`src/rtl/risc_toy_pkg.sv`:
```
`default_nettype none
// ============================================================================
//  Module      : risc_toy_pkg
//  Description : Shared definitions for the RISC_TOY hazard controller.
//                Forwarding-select encodings, the hardwired-zero register
//                address, the stage-tag layouts, and a shared helper that
//                tests whether a stage tag produces a given source register.
//  Revision    : 1.0  initial release
// ============================================================================
package risc_toy_pkg;

    localparam int REG_AW = 5;

    localparam logic [1:0] FW_SRC = 2'b00;
    localparam logic [1:0] FW_MEM = 2'b01;
    localparam logic [1:0] FW_WB  = 2'b10;

    localparam logic [REG_AW-1:0] REG_ZERO = 5'd0;

    // Destination tag carried by every in-flight instruction.
    typedef struct packed {
        logic              valid;
        logic              wen;
        logic [REG_AW-1:0] wa;
        logic              load;
    } tag_t;

    // The EX tag also remembers which sources the instruction consumes.
    typedef struct packed {
        tag_t              tag;
        logic              use0;
        logic [REG_AW-1:0] ra0;
        logic              use1;
        logic [REG_AW-1:0] ra1;
    } ex_tag_t;

    localparam int TAG_W    = $bits(tag_t);
    localparam int EX_TAG_W = $bits(ex_tag_t);

    // True when stage tag t writes the register that a consumer reads.
    // allow_load=0 excludes loads (their data is not ready yet in MEM).
    // r0_zero=1 makes register 0 never match.
    function automatic logic src_hit(input tag_t              t,
                                     input logic              src_use,
                                     input logic [REG_AW-1:0] src_ra,
                                     input logic              allow_load,
                                     input logic              r0_zero);
        return t.valid & t.wen & (allow_load | ~t.load) & src_use &
               (t.wa == src_ra) & ~(r0_zero & (src_ra == REG_ZERO));
    endfunction

endpackage
`default_nettype wire

```
`src/rtl/hz_sat_cnt.sv`:
```
`default_nettype none
// ============================================================================
//  Module      : hz_sat_cnt
//  Description : Event counter that sticks at all-ones instead of wrapping.
//  Ports       : CLK  - clock (rising edge)
//                RSTN - asynchronous active-low reset, clears the count
//                INC  - count one event this cycle
//                CNT  - current count
//  Revision    : 1.0  initial release
// ============================================================================
module hz_sat_cnt #(
    parameter int W = 16
) (
    input  logic         CLK,
    input  logic         RSTN,
    input  logic         INC,
    output logic [W-1:0] CNT
);

    logic [W-1:0] cnt_q;
    logic [W-1:0] cnt_d;

    always_comb begin
        cnt_d = cnt_q;
        if (INC && (cnt_q != '1)) begin
            cnt_d = cnt_q + 1'b1;
        end
    end

    always_ff @(posedge CLK or negedge RSTN) begin
        if (!RSTN) begin
            cnt_q <= '0;
        end else begin
            cnt_q <= cnt_d;
        end
    end

    assign CNT = cnt_q;

endmodule
`default_nettype wire

```
`src/rtl/hazard_ctrl.sv`:
```
`default_nettype none
// ============================================================================
//  Module      : hazard_ctrl
//  Description : Hazard controller for the five-stage RISC_TOY pipeline.
//                Tracks destination tags of instructions in EX/MEM/WB,
//                produces EX forwarding selects, load-use stalls and
//                wrong-path flushes, and counts stall/flush events.
//  Ports       : CLK, RSTN             - clock, async active-low reset
//                ID_*                  - decoded fields of the ID instruction
//                EX_REDIRECT           - taken branch / jump resolved in EX
//                STALL_F/STALL_D       - hold PC / FD register
//                FLUSH_D/FLUSH_E       - bubble into FD / DE
//                FW1/FW2               - EX operand selects (00 rf, 01 MEM, 10 WB)
//                STALL_CNT/FLUSH_CNT   - saturating event counters
//  Config      : HAZ_R0_ZERO_EN - register 0 is hardwired zero and never
//                matches for forwarding or stall.
//  Revision    : 1.0  initial release
// ============================================================================
module hazard_ctrl
    import risc_toy_pkg::*;
#(
    parameter int CNT_W = 16
) (
    input  logic             CLK,
    input  logic             RSTN,
    input  logic             ID_VALID,
    input  logic [4:0]       ID_RA0,
    input  logic [4:0]       ID_RA1,
    input  logic             ID_USE0,
    input  logic             ID_USE1,
    input  logic             ID_WEN,
    input  logic [4:0]       ID_WA,
    input  logic             ID_LOAD,
    input  logic             EX_REDIRECT,
    output logic             STALL_F,
    output logic             STALL_D,
    output logic             FLUSH_D,
    output logic             FLUSH_E,
    output logic [1:0]       FW1,
    output logic [1:0]       FW2,
    output logic [CNT_W-1:0] STALL_CNT,
    output logic [CNT_W-1:0] FLUSH_CNT
);

`ifdef HAZ_R0_ZERO_EN
    localparam logic R0_ZERO = 1'b1;
`else
    localparam logic R0_ZERO = 1'b0;
`endif

    ex_tag_t t_e_q, t_e_d;
    tag_t    t_m_q, t_w_q;

    logic    w_redirect;
    logic    w_load_use;
    logic    w_stall;

    always_comb begin
        // Redirect is an input, not a tag, so mask it while in reset to keep
        // every control output quiet.
        w_redirect = EX_REDIRECT & RSTN;

        w_load_use = t_e_q.tag.load &
                     (src_hit(t_e_q.tag, ID_VALID & ID_USE0, ID_RA0, 1'b1, R0_ZERO) |
                      src_hit(t_e_q.tag, ID_VALID & ID_USE1, ID_RA1, 1'b1, R0_ZERO));

        // A redirect squashes the dependent instruction anyway, so it wins.
        w_stall = w_load_use & ~w_redirect;

        STALL_F = w_stall;
        STALL_D = w_stall;
        FLUSH_D = w_redirect;
        FLUSH_E = w_redirect | w_load_use;

        FW1 = FW_SRC;
        if (src_hit(t_m_q, t_e_q.use0, t_e_q.ra0, 1'b0, R0_ZERO)) begin
            FW1 = FW_MEM;
        end else if (src_hit(t_w_q, t_e_q.use0, t_e_q.ra0, 1'b1, R0_ZERO)) begin
            FW1 = FW_WB;
        end

        FW2 = FW_SRC;
        if (src_hit(t_m_q, t_e_q.use1, t_e_q.ra1, 1'b0, R0_ZERO)) begin
            FW2 = FW_MEM;
        end else if (src_hit(t_w_q, t_e_q.use1, t_e_q.ra1, 1'b1, R0_ZERO)) begin
            FW2 = FW_WB;
        end

        t_e_d = '0;
        if (ID_VALID && !w_load_use && !w_redirect) begin
            t_e_d.tag.valid = 1'b1;
            t_e_d.tag.wen   = ID_WEN;
            t_e_d.tag.wa    = ID_WA;
            t_e_d.tag.load  = ID_LOAD;
            t_e_d.use0      = ID_USE0;
            t_e_d.ra0       = ID_RA0;
            t_e_d.use1      = ID_USE1;
            t_e_d.ra1       = ID_RA1;
        end
    end

    always_ff @(posedge CLK or negedge RSTN) begin
        if (!RSTN) begin
            t_e_q <= '0;
            t_m_q <= '0;
            t_w_q <= '0;
        end else begin
            t_e_q <= t_e_d;
            t_m_q <= t_e_q.tag;
            t_w_q <= t_m_q;
        end
    end

    hz_sat_cnt #(.W(CNT_W)) u_stall_cnt (
        .CLK  (CLK),
        .RSTN (RSTN),
        .INC  (w_stall),
        .CNT  (STALL_CNT)
    );

    hz_sat_cnt #(.W(CNT_W)) u_flush_cnt (
        .CLK  (CLK),
        .RSTN (RSTN),
        .INC  (w_redirect),
        .CNT  (FLUSH_CNT)
    );

endmodule
`default_nettype wire

```
`config.mk`:
```
export PLATFORM = sky130hd
export DESIGN_NAME = hazard_ctrl
export DESIGN_NICKNAME = d
export VERILOG_FILES = /design/src/rtl/risc_toy_pkg.sv /design/src/rtl/hz_sat_cnt.sv /design/src/rtl/hazard_ctrl.sv
export SDC_FILE = /design/constraint.sdc
export NUM_CORES = 1
export LEC_CHECK = 0
export CAP_MARGIN = 40
export CORE_MARGIN = 8
export CORE_UTILIZATION = 67
export CTS_CLUSTER_DIAMETER = 50
export DETAILED_ROUTE_END_ITERATION = 6
export DONT_BUFFER_PORTS = 1
export GPL_ROUTABILITY_DRIVEN = 0
export GPL_TIMING_DRIVEN = 0
export PLACE_DENSITY_LB_ADDON = 0.15
export SLEW_MARGIN = 10
export SYNTH_ARGS = -nofsm -noshare
export SYNTH_HDL_FRONTEND = slang
export SYNTH_SLANG_ARGS = --single-unit
```
`constraint.sdc`:
```
create_clock -name CLK -period 5.4 [get_ports CLK]
set_clock_uncertainty 0.2 [all_clocks]
set_input_delay 1.35 -clock CLK [delete_from_list [all_inputs] [get_ports CLK]]
set_output_delay 1.35 -clock CLK [all_outputs]
set_load 0.005 [all_outputs]
```
==> Word-level counts from Yosys, hierarchy flattened <==
Cells that the tools add are included.
Widths: inputs -> output; s select.
{ "classes": {"mux": 5, "n_eq_ne": 8, "n_addsub": 2, "n_bitwise": 25, "reduce_logical": 6} }
{ "ops": {"columns": ["op", "n"], "rows": [
  ["$add 16x1->16 const B", 2],
  ["$ne 16x16->1 const B", 2],
  ["$eq 5x5->1", 6],
  ["$and 1x1->1", 21],
  ["$mux 20", 1],
  ["$mux 2", 4],
  ["$logic_and 1x1->1", 4],
  ["$logic_not 1->1", 2],
  ["$not 1->1", 2],
  ["$or 1x1->1", 2]
]} }
{ "word_totals": {"input_bits": 23, "word_cells": 63, "ff_bits": 67, "output_inout_bits": 40} }

==> Longest topological paths before layout <==
Gate-level depths: netlist of run 1.
{ "depth": {"ltp_word": 9, "mapped_depth": 7, "mapped_depth_nobuf": 6} }

==> By module <==
A second synthesis of run 1 with hierarchy kept.
{ "unflattened": {"hier_cells": 277, "area_unflattened_um2": 3219.3} }
{ "by_module_without_submodules": {"columns": ["module", "seq_area_each_um2", "cells_per_inst", "instances", "area_per_inst_um2"], "rows": [
  ["hz_sat_cnt", 400.4, 72, 2, 859.6],
  ["hazard_ctrl", 875.8, 133, 1, 1500.2]
]} }

==> Worst setup path after synthesis of run 1 <==
No wires, ideal clock.
{ "synth_path": {"kind": "input -> output", "from": "input port ID_RA1[4]", "to": "output port FLUSH_E", "slack_ns": 1.472, "n_path_buf": 1, "t_arrival_ns": 2.378, "path_stages": 6, "required_time_ns": 3.850, "path_cell_list": "xor2_1 > nor4_1 > a22oi_1 > o21a_1 > clkbuf_1 > inv_2"} }
{ "synth_between": {"elab_chain_cells": 5} }
{ "synth_lines": {"columns": ["item", "line_no", "source"], "rows": [
  ["start, declared", "hazard_ctrl.sv:28", "input logic [4:0] ID_RA1,"],
  ["$eq 5x5->1", "risc_toy_pkg.sv:49", "(t.wa == src_ra) & ~(r0_zero & (src_ra == REG_ZERO));"],
  ["$and 1x1->1", "risc_toy_pkg.sv:48", "return t.valid & t.wen & (allow_load | ~t.load) & src_use &"],
  ["$or 1x1->1", "hazard_ctrl.sv:64", "(src_hit(t_e_q.tag, ID_VALID & ID_USE0, ID_RA0, 1'b1, R0_ZERO) |"],
  ["$and 1x1->1", "hazard_ctrl.sv:63", "w_load_use = t_e_q.tag.load &"],
  ["$or 1x1->1", "hazard_ctrl.sv:73", "FLUSH_E = w_redirect | w_load_use;"],
  ["end, declared", "hazard_ctrl.sv:38", "output logic FLUSH_E,"]
]} }
No other way between the ends.

==> Worst setup path after layout of run 1 <==
Same ends and word-level chain as after synthesis.

==> results of run 1 <==
==> cells by family after synthesis <==
logic type | after synthesis | synth area share (%)
AND/OR/NAND/NOR | 107 | 19.6
flip-flops | 67 | 56.5
XOR/XNOR | 58 | 17.1
buffers and inverters | 14 | 2.32
AO/OA/AOI/OAI | 8 | 2.11
multiplexers | 4 | 1.48
adder cells (fa/ha/maj) | 2 | 0.843
==> through the flow <==
| step | instances | hold WS (ps) | area [um^2] |
|---|---|---|---|
| 2_1_floorplan | 260 | 154 | 2970 |
| 3_3_place_gp | 312 | 157 | 3030 |
| 3_5_place_dp | 312 | 164 | 3030 |
| 4_1_cts | 327 | 182 | 3240 |
| 5_1_grt | 329 | 186 | 3250 |
| 6_report | 329 | 182 | 3250 |
==> worst max-delay path: stages <==
cell and delay [ps]:
xor2_1 130, nor4_1 510, a22oi_1 210, o21a_1 230
clkbuf_1 210, inv_2 100
==> synthesized netlist by cell type (2+ instances only) <==
cell       n  share of area [%]
and3_1    19                4.0
nand3_1   14                2.4
inv_1      6               0.76
ha_1       2               0.84
buf_4      2               0.51
nor3_1     9                1.5
dfrtp_1   67                 57
and4_1     2               0.59
clkbuf_1   3               0.38
xnor2_1   40                 12
nor2b_1    2               0.42
nand4_1   16                3.4
and2_1     2               0.42
a21oi_1    2               0.34
nand2_1   20                2.5
mux2_1     3                1.1
nor4_1     7                1.5
nor2_1    11                1.4
xor2_1    18                5.3
nand3b_1   2               0.51
==> state kept, by name (all words and copies together), names as in the netlist <==
register,flops
t_w_q,7
t_e_q,20
u_flush_cnt.CNT,16
t_m_q,8
u_stall_cnt.CNT,16
==> area by class of cell <==
cell class,count,share of cell area (%)
Clock inverter,1,0.924
Sequential cell,67,51.6
Inverter,7,0.809
Multi-Input combinational cell,179,37.6
Buffer,7,1.31
Clock buffer,14,5.62
Antenna cell,2,0.154
Tap cell,52,2.00
==> path summary, 6_finish.rpt <==
kind | slack, ps | startpoint | cells after the start | endpoint
min in group asynchronous | 510 | RSTN | 0 | u_flush_cnt.CNT[11]
max | 1100 | ID_RA1[4] | 6 | FLUSH_E
min reg2reg | 180 | t_e_q[18] | 0 | t_m_q[6]
max in group asynchronous | 4370 | RSTN | 0 | t_e_q[3]
max reg2reg | 3080 | t_e_q[17] | 6 | t_e_q[8]
min | 180 | t_e_q[18] | 0 | t_m_q[6]
==> power by group through the flow <==
stage | Sequential (mW) | Combinational [mW] | Clock (mW)
2_1_floorplan | 0.582 | 0.0629 | 0
3_3_place_gp | 0.593 | 0.0733 | 0
3_5_place_dp | 0.595 | 0.0767 | 0
4_1_cts | 0.586 | 0.0768 | 0.437
5_1_grt | 0.591 | 0.0862 | 0.460
6_report | 0.585 | 0.0766 | 0.431
==> routing by layer <==
layer | part of all wire, % | global-route usage (%) | routed length (um) | vias up
li1 | - | - | - | 920
met1 | 41 | 22.1 | 2450 | 946
met2 | 49 | 30.1 | 2950 | 53
met3 | 8.2 | 6.49 | 488 | 9
met4 | 1.5 | 7.93 | 90 | 0
met5 | 0 | 0 | 0 | -
==> flow_metrics.env, run 1 <==
export IMPL_outcome="finished, final reports clean"
export IMPL_required_ps=3850
export IMPL_final_cell_mix="dfrtp_1, xnor2_1, nand2_1"
export IMPL_dieHeight_um=82.5
export IMPL_num_rows=24
export IMPL_via_per_inst=5.86
export IMPL_clock_root_buffer="clkbuf_8"
export IMPL_initial_core_util_pct=68.6
export IMPL_p_per_area_mw_per_mm2=336
export IMPL_max_freq_mhz=233
export IMPL_rsz0062_at_grt="false"
export IMPL_synth_seq_cells=67
export IMPL_post_route_period_util_pct=79.5
export IMPL_seqCellArea_mm2=0.00168
export IMPL_hold_violations=0
export IMPL_pwr_share_comb_pct=7.0
export IMPL_antenna_found_initial=2
export IMPL_setup_slack_ps=1100
export IMPL_grt_pass1_vias=1977
export IMPL_drc=0
export IMPL_cts_setup_buffers=0
export IMPL_cts_sinks=67
export IMPL_ios=63
export IMPL_p_total_mw=1.09
export IMPL_maxSlewViolCount=0
export IMPL_power_frac_seq_pct=53.5
export IMPL_cts_resized=0
export IMPL_cts_clk_slew_worst_paths_ps=60
export IMPL_critPathLaunchType="input pin"
export IMPL_area_delta_synth_final_pct=9.53
export IMPL_yosysSeqAreaShare_pct=56.5
export IMPL_p_sw_share_pct=23.2
export IMPL_cp_end_kind="output pin"
export IMPL_intPower_mw=0.838
export IMPL_drt_wirelength_per_cell_um=18.2
export IMPL_finalSetupViolCount=0
export IMPL_cts_buffer_depth=2
export IMPL_dp_slack_ps=1090
export IMPL_path_class="in2out"
export IMPL_synth_distinct_cells=33
export IMPL_avgSynthCellArea_um2=11.4
export IMPL_hold_class="reg2reg"
export IMPL_crit_fanout=10
export IMPL_die_x_um=82.5
export IMPL_core_area_mm2=0.00432
export IMPL_n_fill_cell=299
export IMPL_ant_nets=0
export IMPL_p_clk_share_pct=39.5
export IMPL_async_reset_ff_share_pct=100
export IMPL_cts_made_buffers=9
export IMPL_dr_total_vias=1928
export IMPL_hold_buffers=0
export IMPL_ir_drop_uv=259
export IMPL_synth_nets=285
export IMPL_p_leak_nw=1.47
export IMPL_grt_max_degree=72
export IMPL_synth_area_mm2=0.00297
export IMPL_dpl_hpwl_mm=4.42
export IMPL_switching_power_mw=0.254
export IMPL_grt_ovfl_total=0
export IMPL_finalNetCount=296
export IMPL_tightest_slew_ps=535
export IMPL_drive_gt1_share_pct=9.09
export IMPL_yosysWarnings=0
export IMPL_grt_pass1_wl_mm=9.60
export IMPL_fin_crit_ps=4300
export IMPL_crit_arrival_ps=2750
export IMPL_routed_wl_mm=5.98
export IMPL_portBuffers=0
export IMPL_clock_latency_ps=330
export IMPL_cts_max_level=3
export IMPL_grt_use_total_pct=18.6
export IMPL_multi_input_comb_area_mm2=0.00122
export IMPL_die_area_mm2=0.00681
export IMPL_synth_edf_count=0
export IMPL_relSlewSlack_pct=64.0
export IMPL_syn_inst=260
export IMPL_dr_pass1_iters=4
export IMPL_cts_tree="done"
export IMPL_final_common_cell="dfrtp_1"
export IMPL_cap_viol_max_count=0
export IMPL_fin_setup_tns_ps=0
export IMPL_synthFlopType="dfrtp_1"
export IMPL_utilization_pct=75.1
export IMPL_drt_iter0_drc=122
Note: power is estimated with default switching activity, not from simulation.
==> inputs of run 2 (changes only) <==
Settings changed: CORE_UTILIZATION 67 to 62.
Clock period 5.4 ns to 4.3 ns, I/O delays scaled along.
==> flow_metrics.env, run 2 (synthesis results as in run 1) <==
export IMPL_cts_clk_slew_worst_paths_ps=70
export IMPL_fin_setup_tns_ps=0
export IMPL_p_per_area_mw_per_mm2=416
export IMPL_ir_drop_uv=301
export IMPL_ant_nets=0
export IMPL_hold_depth=0
export IMPL_dieHeight_um=85.2
export IMPL_startpoint="ID_RA1[4]"
export IMPL_reg2reg_to="u_stall_cnt.CNT[1]"
export IMPL_cts_tree="done"
export IMPL_n_fill_cell=359
export IMPL_hold_class="reg2reg"
export IMPL_maxSlewViolCount=0
export IMPL_dr_total_vias=1925
export IMPL_relSlewSlack_pct=68.7
export IMPL_via_per_inst=5.83
export IMPL_cts_made_buffers=9
export IMPL_cts_buffer_depth=2
export IMPL_rsz0062_at_grt="false"
export IMPL_die_area_mm2=0.00725
export IMPL_outcome="finished, final reports clean"
export IMPL_drt_wirelength_per_cell_um=18.3
export IMPL_multi_input_comb_area_mm2=0.00122
export IMPL_die_x_um=85.2
export IMPL_clock_root_buffer="clkbuf_8"
export IMPL_crit_arrival_ps=2330
export IMPL_utilization_pct=69.3
export IMPL_path_class="in2out"
export IMPL_initial_core_util_pct=63.7
export IMPL_dpl_hpwl_mm=4.44
export IMPL_final_cell_mix="dfrtp_1, xnor2_1, nand2_1"
export IMPL_regMostFlops="t_e_q"
export IMPL_grt_max_degree=72
export IMPL_dr_pass1_iters=4
export IMPL_worstHoldStart="t_m_q[6]"
export IMPL_hold_buffers=0
export IMPL_core_area_mm2=0.00466
export IMPL_drc=0
export IMPL_regToRegStartpoint="u_stall_cnt.CNT[0]"
export IMPL_finalSetupViolCount=0
export IMPL_r2r_slack_ps=2110
export IMPL_clock_latency_ps=330
export IMPL_num_rows=25
export IMPL_finalNetCount=296
export IMPL_drive_gt1_share_pct=9.06
export IMPL_antennaDiodeCount=0
export IMPL_grt_use_total_pct=17.3
export IMPL_final_common_cell="dfrtp_1"
export IMPL_ios=63
export IMPL_critPathLaunchType="input pin"
export IMPL_grt_pass1_vias=1992
export IMPL_drt_iter0_drc=59
export IMPL_required_ps=3020
export IMPL_cap_viol_max_count=0
export IMPL_max_freq_mhz=278
export IMPL_post_route_period_util_pct=83.8
export IMPL_fin_crit_ps=3600
export IMPL_crit_fanout=10
export IMPL_tightest_slew_ps=465
export IMPL_antenna_found_initial=0
export IMPL_largest_reg_flops=20
export IMPL_reg2reg_depth=5
export IMPL_area_delta_synth_final_pct=8.86
export IMPL_cts_sinks=67
export IMPL_p_leak_nw=1.45
export IMPL_hold_violations=0
export IMPL_grt_ovfl_total=0
export IMPL_seqCellArea_mm2=0.00168
export IMPL_cts_setup_buffers=0
export IMPL_min_to="t_w_q[6]"
export IMPL_routed_wl_mm=6.04
export IMPL_cp_end_kind="output pin"
export IMPL_cts_resized=0
export IMPL_cts_max_level=3
export IMPL_grt_pass1_wl_mm=9.60
export IMPL_portBuffers=0
## run 2: worst max-delay path, stage by stage
cell and delay [ps]:
xor2_1 130, nor4_1 400, a22oi_1 180, o21a_1 220, clkbuf_1 210, inv_2 100
## run 2: report_power, final
group	internal [mW]	total, mW	switching, mW
clock	0.283	0.515	0.232
combinational	0.0506	0.0975	0.0469
sequential	0.674	0.731	0.0569
## run 2: metrics by stage
| step | cells | area (um^2) | power (mW) | hold WS, ps | setup WS (ps) |
|---|---|---|---|---|---|
| after detailed placement | 314 | 3030 | 0.842 | 161 | 702 |
| after CTS | 330 | 3230 | 1.35 | 176 | 701 |
| final | 330 | 3230 | 1.34 | 177 | 698 |
| after global routing | 330 | 3230 | 1.39 | 191 | 617 |
| after floorplan | 260 | 2970 | 0.810 | 154 | 922 |
| after global placement | 314 | 3030 | 0.838 | 159 | 720 |
## run 2: metal layers
layer | vias up | wire, um | GRT usage, %
met2 | 42 | 3160 | 30.1
li1 | 921 | - | -
met1 | 951 | 2410 | 17.7
met3 | 11 | 353 | 5.98
met4 | 0 | 116 | 9.87
met5 | - | 0 | 0
## run 2: area by class of cell
| cell class | instances | share of cell area (%) |
|---|---|---|
| inverter | 7 | 0.814 |
| multi-input combinational | 179 | 37.8 |
| sequential | 67 | 51.9 |
| clock inverter | 4 | 1.55 |
| buffer | 7 | 1.32 |
| clock buffer | 12 | 4.49 |
| tap | 54 | 2.09 |
## run 2: how the worst max path moves through the flow
stage | slack, ps | cells after the start | end
2_1_floorplan | 920 | 6 | FLUSH_E
3_3_place_gp | 720 | 6 | FLUSH_E
3_5_place_dp | 700 | 6 | FLUSH_E
4_1_cts | 700 | 6 | FLUSH_E
5_1_grt | 620 | 6 | FLUSH_E
6_report | 700 | 6 | FLUSH_E
==> inputs of run 3 (changes only) <==
Settings changed: CORE_UTILIZATION 62 to 56.
Clock period 4.3 ns to 3.2 ns, I/O delays scaled along.
==> flow_metrics.env, run 3 (synthesis results as in run 1) <==
export IMPL_outcome="finished, final reports clean"
export IMPL_regMostFlops="t_e_q"
export IMPL_die_x_um=88.8
export IMPL_die_area_mm2=0.00788
export IMPL_post_route_period_util_pct=96.9
export IMPL_finalSetupViolCount=0
export IMPL_hold_class="in2async"
export IMPL_cts_sinks=67
export IMPL_fin_setup_tns_ps=0
export IMPL_dpl_hpwl_mm=4.41
export IMPL_dr_total_vias=1915
export IMPL_hold_slack_ps=148
export IMPL_num_rows=26
export IMPL_p_leak_nw=1.49
export IMPL_use_met1_pct=18.6
export IMPL_path_delay_family="compound AO/OA/AOI/OAI gates"
export IMPL_tightest_slew_ps=507
export IMPL_critPathSlowestCell="nor4_2"
export IMPL_drt_wirelength_per_cell_um=17.4
export IMPL_crit_fanout=10
export IMPL_ir_drop_uv=286
export IMPL_cts_max_level=3
export IMPL_routed_wl_mm=6.08
export IMPL_rsz0062_at_grt="false"
export IMPL_grt_max_degree=68
export IMPL_place_inst=330
export IMPL_required_ps=2200
export IMPL_max_freq_mhz=322
export IMPL_grt_ovfl_total=0
export IMPL_crit_path_cell_trace="xor2_1 -> nor4_2 -> a22oi_1 -> o21a_1 -> clkbuf_1 -> inv_2"
export IMPL_portBuffers=0
export IMPL_busiest_layer="met2"
export IMPL_seqCellArea_mm2=0.00168
export IMPL_drive_gt1_share_pct=10.5
export IMPL_use_met3_pct=8.36
export IMPL_n_fill_cell=418
export IMPL_fin_cells=349
export IMPL_relSlewSlack_pct=65.9
export IMPL_grt_pass1_wl_mm=9.60
export IMPL_drc=0
export IMPL_cap_viol_max_count=0
export IMPL_drt_iter0_drc=96
export IMPL_final_common_cell="dfrtp_1"
export IMPL_reg2reg_to="t_e_q[10]"
export IMPL_antenna_found_initial=3
export IMPL_grt_pass1_vias=1926
export IMPL_largest_reg_flops=20
export IMPL_clock_root_buffer="clkbuf_8"
export IMPL_reg2reg_depth=6
export IMPL_p_per_area_mw_per_mm2=577
export IMPL_cts_tree="done"
export IMPL_critPathLaunchType="input pin"
export IMPL_dieHeight_um=88.8
export IMPL_path_class="in2out"
export IMPL_utilization_pct=65.1
export IMPL_via_per_inst=5.49
export IMPL_ios=63
export IMPL_area_delta_synth_final_pct=12.1
export IMPL_multi_input_comb_area_mm2=0.00123
export IMPL_cts_buffer_depth=2
export IMPL_slowest_delay_ps=410
export IMPL_dr_pass1_iters=4
export IMPL_finalNetCount=297
export IMPL_grtUsageMet2_pct=26.3
export IMPL_maxSlewViolCount=0
export IMPL_clock_latency_ps=330
export IMPL_initial_core_util_pct=58.1
export IMPL_r2r_slack_ps=980
export IMPL_cp_end_kind="output pin"
export IMPL_final_cell_mix="dfrtp_1, xnor2_1, nand2_1"
export IMPL_cts_made_buffers=9
export IMPL_crit_arrival_ps=2100
export IMPL_ant_nets=0
export IMPL_path_buf_inv=2
export IMPL_hold_violations=0
export IMPL_cts_clk_slew_worst_paths_ps=70
export IMPL_core_area_mm2=0.00511
export IMPL_regToRegStartpoint="t_e_q[17]"
export IMPL_cts_setup_buffers=0
export IMPL_grt_use_total_pct=16.8
export IMPL_fin_crit_ps=3100
run 3: report_power, final:
part	total (mW)	switching, mW	internal, mW
clock	0.783	0.303	0.480
combinational	0.151	0.0791	0.0717
sequential	0.985	0.0792	0.906
run 3: stage by stage:
step / area, um^2 / setup slack [ps] / power (mW)
final: 3330 / 98.0 / 1.92
after global routing: 3330 / 40.3 / 2.01
after CTS: 3310 / 16.2 / 1.94
after detailed placement: 3050 / 14.3 / 1.13
after global placement: 3050 / 51.1 / 1.13
after floorplan: 2970 / 372 / 1.09
run 3: cell type report:
| cell class | instances | area share [%] |
|---|---|---|
| Antenna cell | 2 | 0.150 |
| Buffer | 7 | 1.28 |
| Clock buffer | 12 | 4.66 |
| Clock inverter | 4 | 2.18 |
| Inverter | 7 | 0.790 |
| Multi-Input combinational cell | 179 | 37.1 |
| Sequential cell | 67 | 50.4 |
| Tap cell | 70 | 2.63 |
| Timing Repair Buffer | 1 | 0.827 |
run 3: what timing repair did:
action,CTS,global route
endpoints found under the hold margin,67,0
gates resized for setup,0,2
hold buffers,1,0
setup endpoints to repair,0,1
run 3: per-layer routing:
layer	up-vias	share of wire (%)
li1	925	-
met1	921	41
met2	57	48
met3	10	8.5
met4	2	1.4
met5	-	0.18
run 3: worst max path at each step:
| stage | start | to | slack [ps] | cells after the start |
|---|---|---|---|---|
| after floorplan | ID_RA1[4] | FLUSH_E | 370 | 6 |
| after global placement | ID_RA1[4] | FLUSH_E | 50 | 6 |
| after detailed placement | ID_RA1[4] | FLUSH_E | 10 | 6 |
| after CTS | t_e_q[17] | FLUSH_E | 20 | 6 |
| after global routing | t_e_q[17] | FLUSH_E | 40 | 6 |
| final | ID_RA1[4] | FLUSH_E | 100 | 6 |
run 3: worst register-to-register path, cell delays in order (launching register included):
cell	delay, ps
dfrtp_1	410
xor2_1	190
nor4_2	410
a22oi_1	200
o21a_1	240
clkbuf_1	220
and3_1	250
